### src/rtl/bin2bcd_msd_if.sv
// Request/result bundle for the sequential binary-to-BCD converter.
// The master drives start/din; the slave (converter) returns status and result.
interface bin2bcd_msd_if #(
    parameter int unsigned W = 8,
    parameter int unsigned D = 3
);
    logic                       start;
    logic [W-1:0]               din;
    logic                       busy;
    logic                       done;
    logic [4*D-1:0]             bcd;
    logic [3:0]                 msd;
    logic [$clog2(D+1)-1:0]     ndig;

    modport master (
        output start,
        output din,
        input  busy,
        input  done,
        input  bcd,
        input  msd,
        input  ndig
    );

    modport slave (
        input  start,
        input  din,
        output busy,
        output done,
        output bcd,
        output msd,
        output ndig
    );
endinterface

### src/rtl/bin2bcd_msd.sv
// Sequential double-dabble binary-to-BCD converter, one bit per clock, which also
// reports the most significant non-zero digit and the count of significant digits.
module bin2bcd_msd #(
    parameter int unsigned W = 8,
    parameter int unsigned D = 3
) (
    input  logic             clk,
    input  logic             rst_n,
    bin2bcd_msd_if.slave     bus
);
    localparam int unsigned BW = 4 * D;
    localparam int unsigned NW = $clog2(D + 1);
    localparam int unsigned CW = $clog2(W);

    function automatic longint unsigned pow10(int unsigned n);
        longint unsigned p;
        p = 64'd1;
        for (int unsigned i = 0; i < n; i++) begin
            p = p * 64'd10;
        end
        return p;
    endfunction

    // Reject configurations whose digit count cannot hold the largest operand.
    if (W < 4 || W > 16) begin : g_bad_w
        $error("bin2bcd_msd: W=%0d outside 4..16", W);
    end
    if (pow10(D) <= ((64'd1 << W) - 64'd1)) begin : g_bad_d
        $error("bin2bcd_msd: D=%0d digits too few for W=%0d", D, W);
    end

    typedef enum logic [1:0] {
        StIdle,
        StShift,
        StDone
    } state_e;

    state_e            state_q, state_d;
    logic [W-1:0]      sr_q, sr_d;
    logic [BW-1:0]     acc_q, acc_d;
    logic [CW-1:0]     cnt_q, cnt_d;
    logic [BW-1:0]     bcd_q, bcd_d;
    logic [3:0]        msd_q, msd_d;
    logic [NW-1:0]     ndig_q, ndig_d;

    logic [BW-1:0]     acc_adj;
    logic [BW+W-1:0]   shifted;
    logic [BW-1:0]     acc_shift;
    logic [W-1:0]      sr_shift;
    logic [3:0]        msd_calc;
    logic [NW-1:0]     ndig_calc;

    // One double-dabble step: add 3 to every digit >= 5, then shift the pair left.
    always_comb begin
        acc_adj = acc_q;
        for (int k = 0; k < int'(D); k++) begin
            if (acc_q[4*k +: 4] >= 4'd5) begin
                acc_adj[4*k +: 4] = acc_q[4*k +: 4] + 4'd3;
            end
        end
        shifted   = {acc_adj, sr_q} << 1;
        acc_shift = shifted[BW+W-1:W];
        sr_shift  = shifted[W-1:0];
    end

    // Ascending scan: the highest non-zero digit is the last one to win.
    always_comb begin
        msd_calc  = 4'd0;
        ndig_calc = NW'(1);
        for (int k = 0; k < int'(D); k++) begin
            if (acc_shift[4*k +: 4] != 4'd0) begin
                msd_calc  = acc_shift[4*k +: 4];
                ndig_calc = NW'(k + 1);
            end
        end
    end

    always_comb begin
        state_d = state_q;
        sr_d    = sr_q;
        acc_d   = acc_q;
        cnt_d   = cnt_q;
        bcd_d   = bcd_q;
        msd_d   = msd_q;
        ndig_d  = ndig_q;

        unique case (state_q)
            StIdle: begin
                if (bus.start) begin
                    state_d = StShift;
                    sr_d    = bus.din;
                    acc_d   = '0;
                    cnt_d   = '0;
                end
            end
            StShift: begin
                sr_d  = sr_shift;
                acc_d = acc_shift;
                cnt_d = cnt_q + CW'(1);
                if (cnt_q == CW'(W - 1)) begin
                    // Results are published only from the final step, never mid-way.
                    state_d = StDone;
                    cnt_d   = '0;
                    bcd_d   = acc_shift;
                    msd_d   = msd_calc;
                    ndig_d  = ndig_calc;
                end
            end
            StDone: begin
                state_d = StIdle;
                if (bus.start) begin
                    state_d = StShift;
                    sr_d    = bus.din;
                    acc_d   = '0;
                    cnt_d   = '0;
                end
            end
            default: begin
                state_d = StIdle;
            end
        endcase
    end

    always_ff @(posedge clk) begin
        if (!rst_n) begin
            state_q <= StIdle;
            sr_q    <= '0;
            acc_q   <= '0;
            cnt_q   <= '0;
            bcd_q   <= '0;
            msd_q   <= '0;
            ndig_q  <= '0;
        end else begin
            state_q <= state_d;
            sr_q    <= sr_d;
            acc_q   <= acc_d;
            cnt_q   <= cnt_d;
            bcd_q   <= bcd_d;
            msd_q   <= msd_d;
            ndig_q  <= ndig_d;
        end
    end

    assign bus.busy = (state_q == StShift);
    assign bus.done = (state_q == StDone);
    assign bus.bcd  = bcd_q;
    assign bus.msd  = msd_q;
    assign bus.ndig = ndig_q;

    a_done_pulse : assert property (@(posedge clk) disable iff (!rst_n)
        bus.done |=> !bus.done);
    a_busy_done_excl : assert property (@(posedge clk) disable iff (!rst_n)
        !(bus.busy && bus.done));
    for (genvar g = 0; g < int'(D); g++) begin : g_digit_chk
        a_digit_range : assert property (@(posedge clk) disable iff (!rst_n)
            bcd_q[4*g +: 4] <= 4'd9);
    end
endmodule

### src/flat_wrapper.sv
// flat-port wrapper written by rule: the top's interface ports become plain ports
module bin2bcd_msd_flat 
#(
    parameter int unsigned W = 8,
    parameter int unsigned D = 3
)
  (clk, rst_n, bus_start, bus_din, bus_busy, bus_done, bus_bcd, bus_msd, bus_ndig);
  bin2bcd_msd_if #(.W(W), .D(D)) bus_i ();
  input  logic clk;
  input  logic rst_n;
  input wire logic [$bits(bus_i.start)-1:0] bus_start;
  input wire logic [$bits(bus_i.din)-1:0] bus_din;
  output wire logic [$bits(bus_i.busy)-1:0] bus_busy;
  output wire logic [$bits(bus_i.done)-1:0] bus_done;
  output wire logic [$bits(bus_i.bcd)-1:0] bus_bcd;
  output wire logic [$bits(bus_i.msd)-1:0] bus_msd;
  output wire logic [$bits(bus_i.ndig)-1:0] bus_ndig;
  assign bus_i.start = bus_start;
  assign bus_i.din = bus_din;
  assign bus_busy = bus_i.busy;
  assign bus_done = bus_i.done;
  assign bus_bcd = bus_i.bcd;
  assign bus_msd = bus_i.msd;
  assign bus_ndig = bus_i.ndig;
  bin2bcd_msd #(.W(W), .D(D)) u_core (.clk(clk), .rst_n(rst_n), .bus(bus_i));
endmodule
### config.mk
export PLATFORM = sky130hd
export DESIGN_NAME = bin2bcd_msd_flat
export DESIGN_NICKNAME = d
export VERILOG_FILES = /design/src/rtl/bin2bcd_msd_if.sv /design/src/rtl/bin2bcd_msd.sv /design/src/flat_wrapper.sv
export SDC_FILE = /design/constraint.sdc
export NUM_CORES = 1
export LEC_CHECK = 0
export CAP_MARGIN = 20
export CORE_MARGIN = 2
export CORE_UTILIZATION = 58
export CTS_CLUSTER_SIZE = 8
export DETAILED_ROUTE_END_ITERATION = 7
export HOLD_SLACK_MARGIN = 0.1
export MAX_ROUTING_LAYER = met4
export PLACE_DENSITY = 0.91
export REMOVE_ABC_BUFFERS = 1
export SLEW_MARGIN = 20
export SYNTH_ARGS = -nofsm -noshare
export SYNTH_HDL_FRONTEND = slang
export SYNTH_SLANG_ARGS = --single-unit
### constraint.sdc
create_clock -name clk -period 3.8 [get_ports clk]
set_input_delay 0.38 -clock clk [delete_from_list [all_inputs] [get_ports clk]]
set_output_delay 0.38 -clock clk [all_outputs]
set_load 0.01 [all_outputs]
==> results of run 1 <==
per-stage QoR:
step                      total power, mW  worst slack [ns]  hold WS (ns)  instance area [um^2]
final                               0.758              1.24         0.470                  2450
after global routing                0.791              1.11         0.497                  2450
after CTS                           0.766              1.23         0.474                  2450
after detailed placement            0.554              1.46         0.457                  2400
after global placement              0.551              1.52         0.452                  2400
after floorplan                     0.524              1.69         0.465                  2040
metal layers:
| layer | global-route usage [%] | wire (um) |
|---|---|---|
| met4 | 8.78 | 63 |
| met1 | 24.2 | 1740 |
| met3 | 5.81 | 166 |
| met5 | - | 0 |
| met2 | 43.2 | 2180 |
kinds of logic (layout without fill, tap and decap cells):
kind of cell,Yosys count,count (layout),share of synthesized area (%)
flip-flops,43,43,41.0
AO/OA/AOI/OAI,59,59,19.4
buffers and inverters,20,46,4.53
AND/OR/NAND/NOR,90,90,22.8
adder cells (fa/ha/maj),8,8,4.77
multiplexers,12,12,5.78
XOR/XNOR,4,4,1.67
state kept, by name, summed over array words and instances (netlist names):
name,cells
u_core.acc_q,12
u_core.bus.bcd,12
u_core.state_q,2
u_core.bus.ndig,2
u_core.sr_q,8
u_core.cnt_q,3
u_core.bus.msd,4
power by group through the flow:
stage                     Sequential, mW  Clock (mW)  Combinational [mW]
after CTS                          0.474       0.222              0.0707
after floorplan                    0.480           0              0.0434
final                              0.473       0.215              0.0696
after global routing               0.476       0.237              0.0783
after detailed placement           0.484           0              0.0705
after global placement             0.483           0              0.0677
synthesized netlist by cell type (all sizes together), types with 2 or more instances:
master | number | share of area [%]
o21ai | 13 | 3.1
buf | 3 | 1.3
xnor2 | 4 | 1.7
nand2 | 32 | 5.7
mux2i | 11 | 5.2
nor3b | 3 | 1.1
nor3 | 6 | 1.4
nor2 | 10 | 1.8
o22ai | 4 | 1.2
dfxtp | 43 | 41
nand3 | 4 | 1.5
inv | 7 | 1.5
o211a | 8 | 3.8
nand2b | 6 | 1.8
a21oi | 8 | 2.1
o2bb2ai | 2 | 0.83
and3 | 2 | 0.60
or3b | 2 | 0.83
ha | 8 | 4.8
a22oi | 8 | 2.9
a21boi | 9 | 3.2
nor2b | 12 | 3.6
clkbuf | 10 | 1.8
a31oi | 3 | 0.89
and2 | 8 | 2.5
nand4 | 2 | 0.60
worst paths after layout:
check                                  startpoint                 to
worst max register to register  u_core.state_q[0]  u_core.bus.msd[0]
worst max-delay path            u_core.state_q[0]           bus_busy
worst min register to register  u_core.bus.bcd[6]  u_core.bus.bcd[6]
worst min-delay path            u_core.bus.bcd[6]  u_core.bus.bcd[6]
worst min-delay path, cell delays in order, from the launching register on:
cell and delay (ns):
dfxtp_1 0.33, nand2_1 0.05, a21boi_0 0.06
cell type report:
| type | instances | area, um^2 |
|---|---|---|
| well taps | 46 | 57.6 |
| repair buffers | 31 | 308 |
| clock inverters | 1 | 5.00 |
| clock buffers | 7 | 45.0 |
| fillers | 283 | 965 |
| flip-flops and latches | 43 | 861 |
| inverters | 7 | 31.3 |
| multi-input cells | 173 | 1140 |
==> results.json, run 1 <==
{
  "status": "finished clean",
  "antenna_cells": 0,
  "clock_tree.root_cell": "clkbuf_4",
  "crit_family": "buffers and inverters",
  "comb_power_share_pct": 9.2,
  "rsz0062_at_grt": "false",
  "path_depth": 3,
  "grt_pass1_wl_um": 7430,
  "finalClockSkew_ns": 0.00695,
  "p_clk_share_pct": 28.3,
  "synth_cell_types": 41,
  "portBuffers": 30,
  "cts_setup_buffers": 0,
  "dieArea_mm2": 0.00412,
  "grt_max_degree": 43,
  "ys_async_sr_fraction_pct": 0,
  "r2r_slack_ns": 1.42,
  "fmax_ghz": 0.391,
  "core-area_mm2": 0.00342,
  "dr.pass1.iters": 4,
  "fin_util_pct": 71.8,
  "cap_violations": 0,
  "clock-sinks": 43,
  "clk_path_buf_depth": 2,
  "layout.cells.most_common": "dfxtp_1",
  "grt_usage_pct": 23.6,
  "yosysWarnings": 0,
  "ys.flop_type": "dfxtp_1",
  "vias": 1721,
  "grt_pass1_vias": 1764,
  "syn-mean-instance-area_um2": 8.90,
  "drc": 0,
  "netlist_area_mm2": 0.00210,
  "cp_data_required_time_ns": 3.42,
  "final-instance-count-excl-fill": 308,
  "path_cells": "nand2b_1, inv_6, clkdlybuf4s50_1",
  "p_int_mw": 0.568,
  "cp_num_buf_inv": 2,
  "ys_seq_area_share_pct": 41.0,
  "dpl.cell_count": 300,
  "insertion_delay_ns": 0.36,
  "cts.clk_slew.worst_paths_ns": 0.12,
  "overflow": 0,
  "cp.arrival_ns": 2.18,
  "die_x_um": 64.2,
  "layout-drive-gt1-share_pct": 5.73,
  "cts_hold_buf": 0,
  "synthCells": 236,
  "hpwlAfterDp_um": 3110,
  "p_per_area_mw_per_mm2": 309,
  "fin_crit_sh_pct": 67.2,
  "ioPinCount": 31,
  "tightest_slew_ns": 0.819,
  "ant_nets": 0,
  "gp_congestion": 0.841,
  "hold_depth": 2,
  "layout_common_cells": "dfxtp_1 (43), nand2_1 (32), clkdlybuf4s50_1 (30), nor2b_1 (12), o21ai_0 (12)",
  "syn_to_final_growth_pct": 16.7,
  "die_y_um": 64.2,
  "rows": 21,
  "criticalPathCategory": "reg2out",
  "wl_per_cell_um": 13.5,
  "startpoint_type": "register",
  "p_sw_share_pct": 25.0,
  "relSlewSlack_pct": 45.2,
  "ctsHtreeMaxLevel": 2,
  "start_util_pct": 61.5,
  "hold_viol_final": 0,
  "period_minus_slack_ns": 2.56,
  "setup_tns_ns": 0,
  "switchingPower_mw": 0.189,
  "hold_class": "reg2reg",
  "cts_tree": "yes",
  "peakVddDrop_uv": 245,
  "numCtsBuffers": 5,
  "drt_iter0_markers": 83,
  "synth_edf_count": 0,
  "wirelength_um": 4140,
  "slew_violations": 0,
  "setup_viol": 0,
  "via_per_inst": 5.59,
  "cp_max_fo": 15,
  "nets": 280,
  "critPathSlowestCell": "dfxtp_1",
  "crit_path_end_kind": "primary output",
  "ys_ff_latch": 43,
  "leakagePower_nw": 0.961,
  "p_seq_share_pct": 62.5,
  "antenna_found_initial": 0,
  "cts_resized": 0,
  "cpPeakStageDelay_ns": 0.67,
  "worstRegToRegCells": 6
}
Note: power is estimated with default switching activity, not from simulation.
==> inputs of run 2 (changes only) <==
- CORE_UTILIZATION: 58 -> 53
- PLACE_DENSITY: 0.91 -> 0.84
- clock period: 3.8 -> 2.4 ns (I/O delays scaled with it)
==> results.json, run 2 (synthesized netlist as in run 1, its figures left out) <==
{
  "status": "finished clean",
  "core-area_mm2": 0.00374,
  "fin_util_pct": 67.0,
  "start_util_pct": 56.1,
  "slew_violations": 0,
  "cts_setup_buffers": 0,
  "crit_family": "simple AND/OR/NAND/NOR gates",
  "insertion_delay_ns": 0.29,
  "cp_max_fo": 6,
  "via_per_inst": 5.48,
  "layout-drive-gt1-share_pct": 6.79,
  "fmax_ghz": 0.492,
  "vias": 1716,
  "portBuffers": 30,
  "layout_common_cells": "dfxtp_1 (43), nand2_1 (32), clkdlybuf4s50_1 (30), nor2b_1 (12), o21ai_0 (12)",
  "r2r-end": "u_core.bus.msd[2]",
  "dr.pass1.iters": 4,
  "final-instance-count-excl-fill": 313,
  "cp_num_buf_inv": 1,
  "dpl.cell_count": 305,
  "wirelength_um": 4110,
  "grt_pass1_wl_um": 7130,
  "startpoint_type": "register",
  "grt_pass1_vias": 1619,
  "critPathSlowestCell": "or3b_2",
  "peakVddDrop_uv": 432,
  "cts_tree": "yes",
  "die_y_um": 66.9,
  "tightest_slew_ns": 0.843,
  "ioPinCount": 31,
  "period_minus_slack_ns": 2.03,
  "numCtsBuffers": 5,
  "r2r-start": "u_core.acc_q[4]",
  "grt_max_degree": 42,
  "hold_viol_final": 0,
  "hpwlAfterDp_um": 2940,
  "leakagePower_nw": 0.987,
  "p_per_area_mw_per_mm2": 517,
  "grt_usage_pct": 21.4,
  "clock_tree.root_cell": "clkbuf_8",
  "die_x_um": 66.9,
  "path_cells": "inv_1, ha_1, or3b_2, nand4_1, mux2i_1, a31oi_1, o2bb2ai_1",
  "setup_viol": 0,
  "nFillCells": 322,
  "cap_violations": 0,
  "criticalPathCategory": "reg2reg",
  "antenna_cells": 0,
  "finalClockSkew_ns": 0.00617,
  "r2r_slack_ns": 0.37,
  "fin_crit_sh_pct": 84.7,
  "cp_data_required_time_ns": 2.57,
  "rows": 22,
  "wl_per_cell_um": 13.1,
  "relSlewSlack_pct": 43.6,
  "crit_path_end_kind": "register",
  "ctsHtreeMaxLevel": 2,
  "layout.cells.most_common": "dfxtp_1",
  "cts.clk_slew.worst_paths_ns": 0.08,
  "hold_ws_ns": 0.466,
  "drc": 0,
  "finalPower_mw": 1.30,
  "hold_depth": 2,
  "worstRegToRegCells": 7,
  "overflow": 0,
  "syn_to_final_growth_pct": 19.4,
  "min-delay-start": "u_core.bus.bcd[1]",
  "hold_end": "u_core.bus.bcd[1]",
  "cp.arrival_ns": 2.20,
  "nets": 283,
  "antenna_found_initial": 0,
  "clk_path_buf_depth": 2,
  "drt_iter0_markers": 74,
  "clock-sinks": 43,
  "gp_congestion": 0.774,
  "cts_resized": 0,
  "cts_hold_buf": 0,
  "setup_tns_ns": 0,
  "rsz0062_at_grt": "false",
  "dieArea_mm2": 0.00448,
  "cpPeakStageDelay_ns": 0.48,
  "ant_nets": 0,
  "hold_class": "reg2reg"
}
[run 2: worst max path at each step]
stage,depth (start not counted),to,from,slack (ns)
6_report,7,u_core.bus.msd[2],u_core.acc_q[4],0.37
3_5_place_dp,7,u_core.bus.msd[3],u_core.acc_q[4],0.39
4_1_cts,7,u_core.bus.msd[3],u_core.acc_q[4],0.38
5_1_grt,7,u_core.bus.msd[2],u_core.acc_q[5],0.14
3_3_place_gp,7,u_core.bus.msd[1],u_core.acc_q[5],0.46
2_1_floorplan,6,u_core.bus.msd[0],u_core.state_q[0],0.29
[run 2: through the flow]
step	setup slack, ns	instance area, um^2
5_1_grt	0.145	2510
3_5_place_dp	0.393	2430
3_3_place_gp	0.456	2430
6_report	0.367	2510
2_1_floorplan	0.293	2040
4_1_cts	0.380	2510
[run 2: tightest hold or removal path, stage by stage (launching register included)]
cell and delay [ns]:
dfxtp_1 0.31, nand2_1 0.05, a21boi_0 0.06
[run 2: report_power, final]
group | switching [mW] | internal, mW | leakage, nW
Sequential | 0.0123 | 0.731 | 0.349
Clock | 0.228 | 0.204 | 0.0422
Combinational | 0.0641 | 0.0575 | 0.596
[run 2: area by class of cell]
class	count	area, um^2	share of cell area [%]
Clock inverter	1	5.00	0.200
Sequential cell	43	861	34.3
Inverter	7	31.3	1.25
Clock buffer	7	76.3	3.04
Multi-Input combinational cell	173	1140	45.6
Tap cell	48	60.1	2.40
Timing Repair Buffer	34	330	13.2
[run 2: per-layer routing]
| metal | up-vias | GRT usage (%) | part of all wire, % |
|---|---|---|---|
| met5 | - | - | 0 |
| met3 | 4 | 4.56 | 5.2 |
| met4 | 0 | 5.87 | 0.80 |
| met2 | 48 | 37.0 | 49 |
| li1 | 875 | - | - |
| met1 | 789 | 25.1 | 45 |
==> inputs of run 3 (changes only) <==
- CORE_UTILIZATION: 53 -> 48
- PLACE_DENSITY: 0.84 -> 0.81
- clock period: 2.4 -> 1.77 ns (I/O delays scaled with it)
==> results.json, run 3 (synthesized netlist as in run 1, its figures left out) <==
{
  "fmax_ghz": 0.558,
  "wl_per_cell_um": 13.7,
  "core-area_mm2": 0.00429,
  "cts.clk_slew.worst_paths_ns": 0.07,
  "hold_end": "u_core.bus.bcd[2]",
  "cts_tree": "yes",
  "layout_common_cells": "dfxtp_1 (37), nand2_1 (32), clkdlybuf4s50_1 (30), buf_4 (24), nor2b_1 (12)",
  "final-instance-count-excl-fill": 336,
  "met2_usage_pct": 32.8,
  "ioPinCount": 31,
  "fin_crit_sh_pct": 101,
  "grt_pass1_wl_um": 7580,
  "rsz0062_at_grt": "true",
  "portBuffers": 30,
  "setup_viol": 1,
  "grt_usage_pct": 19.6,
  "drt_iter0_markers": 95,
  "relSlewSlack_pct": 65.4,
  "syn_to_final_growth_pct": 32.8,
  "hold_ws_ns": 0.467,
  "start_util_pct": 48.9,
  "worstRegToRegCells": 7,
  "vias": 1829,
  "p_per_area_mw_per_mm2": 625,
  "clock-sinks": 43,
  "slew_violations": 0,
  "grt_max_degree": 42,
  "cp_max_fo": 3,
  "die_x_um": 70.1,
  "hold_class": "reg2reg",
  "numCtsBuffers": 5,
  "overflow": 0,
  "criticalPathCategory": "reg2reg",
  "ant_nets": 0,
  "gp_congestion": 0.839,
  "design_area_mm2": 0.00279,
  "status": "finished with violations",
  "crit_family": "simple AND/OR/NAND/NOR gates",
  "grtUsageMet1_pct": 23.5,
  "die_y_um": 70.1,
  "startpoint_type": "register",
  "cp_num_buf_inv": 1,
  "rows": 24,
  "antenna_found_initial": 0,
  "layout-drive-gt1-share_pct": 22.2,
  "clock_tree.root_cell": "clkbuf_8",
  "r2r_slack_ns": -0.02,
  "cap_violations": 0,
  "peakVddDrop_uv": 487,
  "hold_depth": 2,
  "wirelength_um": 4610,
  "busiest_layer": "met2",
  "insertion_delay_ns": 0.29,
  "cpPeakStageDelay_ns": 0.54,
  "layout.cells.most_common": "dfxtp_1",
  "tightest_slew_ns": 0.519,
  "critPathSlowestCell": "or4b_4",
  "clk_path_buf_depth": 2,
  "antenna_cells": 0,
  "leakagePower_nw": 1.10,
  "period_minus_slack_ns": 1.79,
  "r2r-start": "u_core.acc_q[5]",
  "dieArea_mm2": 0.00492,
  "cts_hold_buf": 0,
  "min-delay-start": "u_core.bus.bcd[2]",
  "drc": 0,
  "finalClockSkew_ns": 0.00476,
  "cp.arrival_ns": 2.01,
  "path_cells": "inv_4, ha_4, nand2b_4, or3b_4, nand3_4, or4b_4, o22ai_1",
  "grt.met3_usage_pct": 3.90,
  "r2r-end": "u_core.bus.msd[0]",
  "grt_pass1_vias": 1719,
  "ctsHtreeMaxLevel": 2,
  "dpl.cell_count": 326,
  "nets": 304,
  "failed_checks": "setup timing",
  "via_per_inst": 5.44,
  "place_area_mm2": 0.00257,
  "dr.pass1.iters": 4,
  "setup_tns_ns": -0.0234,
  "crit_path_end_kind": "register",
  "cp_data_required_time_ns": 1.99,
  "finalPower_mw": 1.74,
  "post-route-worst-setup-slack_ns": -0.0234,
  "hold_viol_final": 0,
  "hpwlAfterDp_um": 3060
}
run 3: cell types whose count changed in the layout (fill, tap and decap cells not counted), moves of 3 or more:
cell	previous run	this run
buf_4	4	24
o21ai_0	12	9
dfxtp_1	43	37
ha_1	8	5
inv_1	6	3
dfxtp_2	0	5
run 3: what timing repair did:
item                       CTS  global route
resized for setup           10            26
setup buffers                2             2
setup endpoints to repair   10            12
pin swaps                    4             7
run 3: worst reg2reg max path, delay by kind of cell (launching register included):
kind | cells | cell delay (ns)
AND/OR/NAND/NOR | 4 | 0.99
buffers and inverters | 1 | 0.06
adder cells (fa/ha/maj) | 1 | 0.15
flip-flops | 1 | 0.36
AO/OA/AOI/OAI | 1 | 0.16
run 3: power breakdown:
group	switching [mW]	internal, mW
clock	0.299	0.263
sequential	0.0171	0.990
combinational	0.0884	0.0841
total	0.405	1.34
run 3: cell type report:
type / count / area [um^2]
multi-input cells: 173 / 1240
repair buffers: 55 / 500
flip-flops and latches: 43 / 871
inverters: 7 / 33.8
well taps: 52 / 65.1
fillers: 391 / 1510
clock buffers: 6 / 72.6
run 3: how the worst max path moves through the flow:
stage / slack, ns / cells past startpoint / endpoint / startpoint
2_1_floorplan: -0.34 / 6 / u_core.bus.msd[0] / u_core.state_q[0]
3_3_place_gp: -0.07 / 7 / u_core.bus.msd[2] / u_core.acc_q[4]
3_5_place_dp: -0.11 / 7 / u_core.bus.msd[2] / u_core.acc_q[4]
4_1_cts: -0.001 / 7 / u_core.bus.msd[0] / u_core.acc_q[4]
5_1_grt: -0.06 / 7 / u_core.bus.msd[0] / u_core.acc_q[5]
6_report: -0.02 / 7 / u_core.bus.msd[0] / u_core.acc_q[5]
run 3: metrics by stage:
stage	setup slack [ns]	utilization, %
after floorplan	-0.337	-
after global placement	-0.0733	59.9
after detailed placement	-0.109	59.9
after CTS	-0.00143	62.5
after global routing	-0.0634	64.9
final	-0.0234	64.9
run 3: layer usage:
layer	routed length, um	share of wire [%]
met2	2280	49
met3	206	4.5
met4	60	1.3
met1	2070	45
met5	0	0
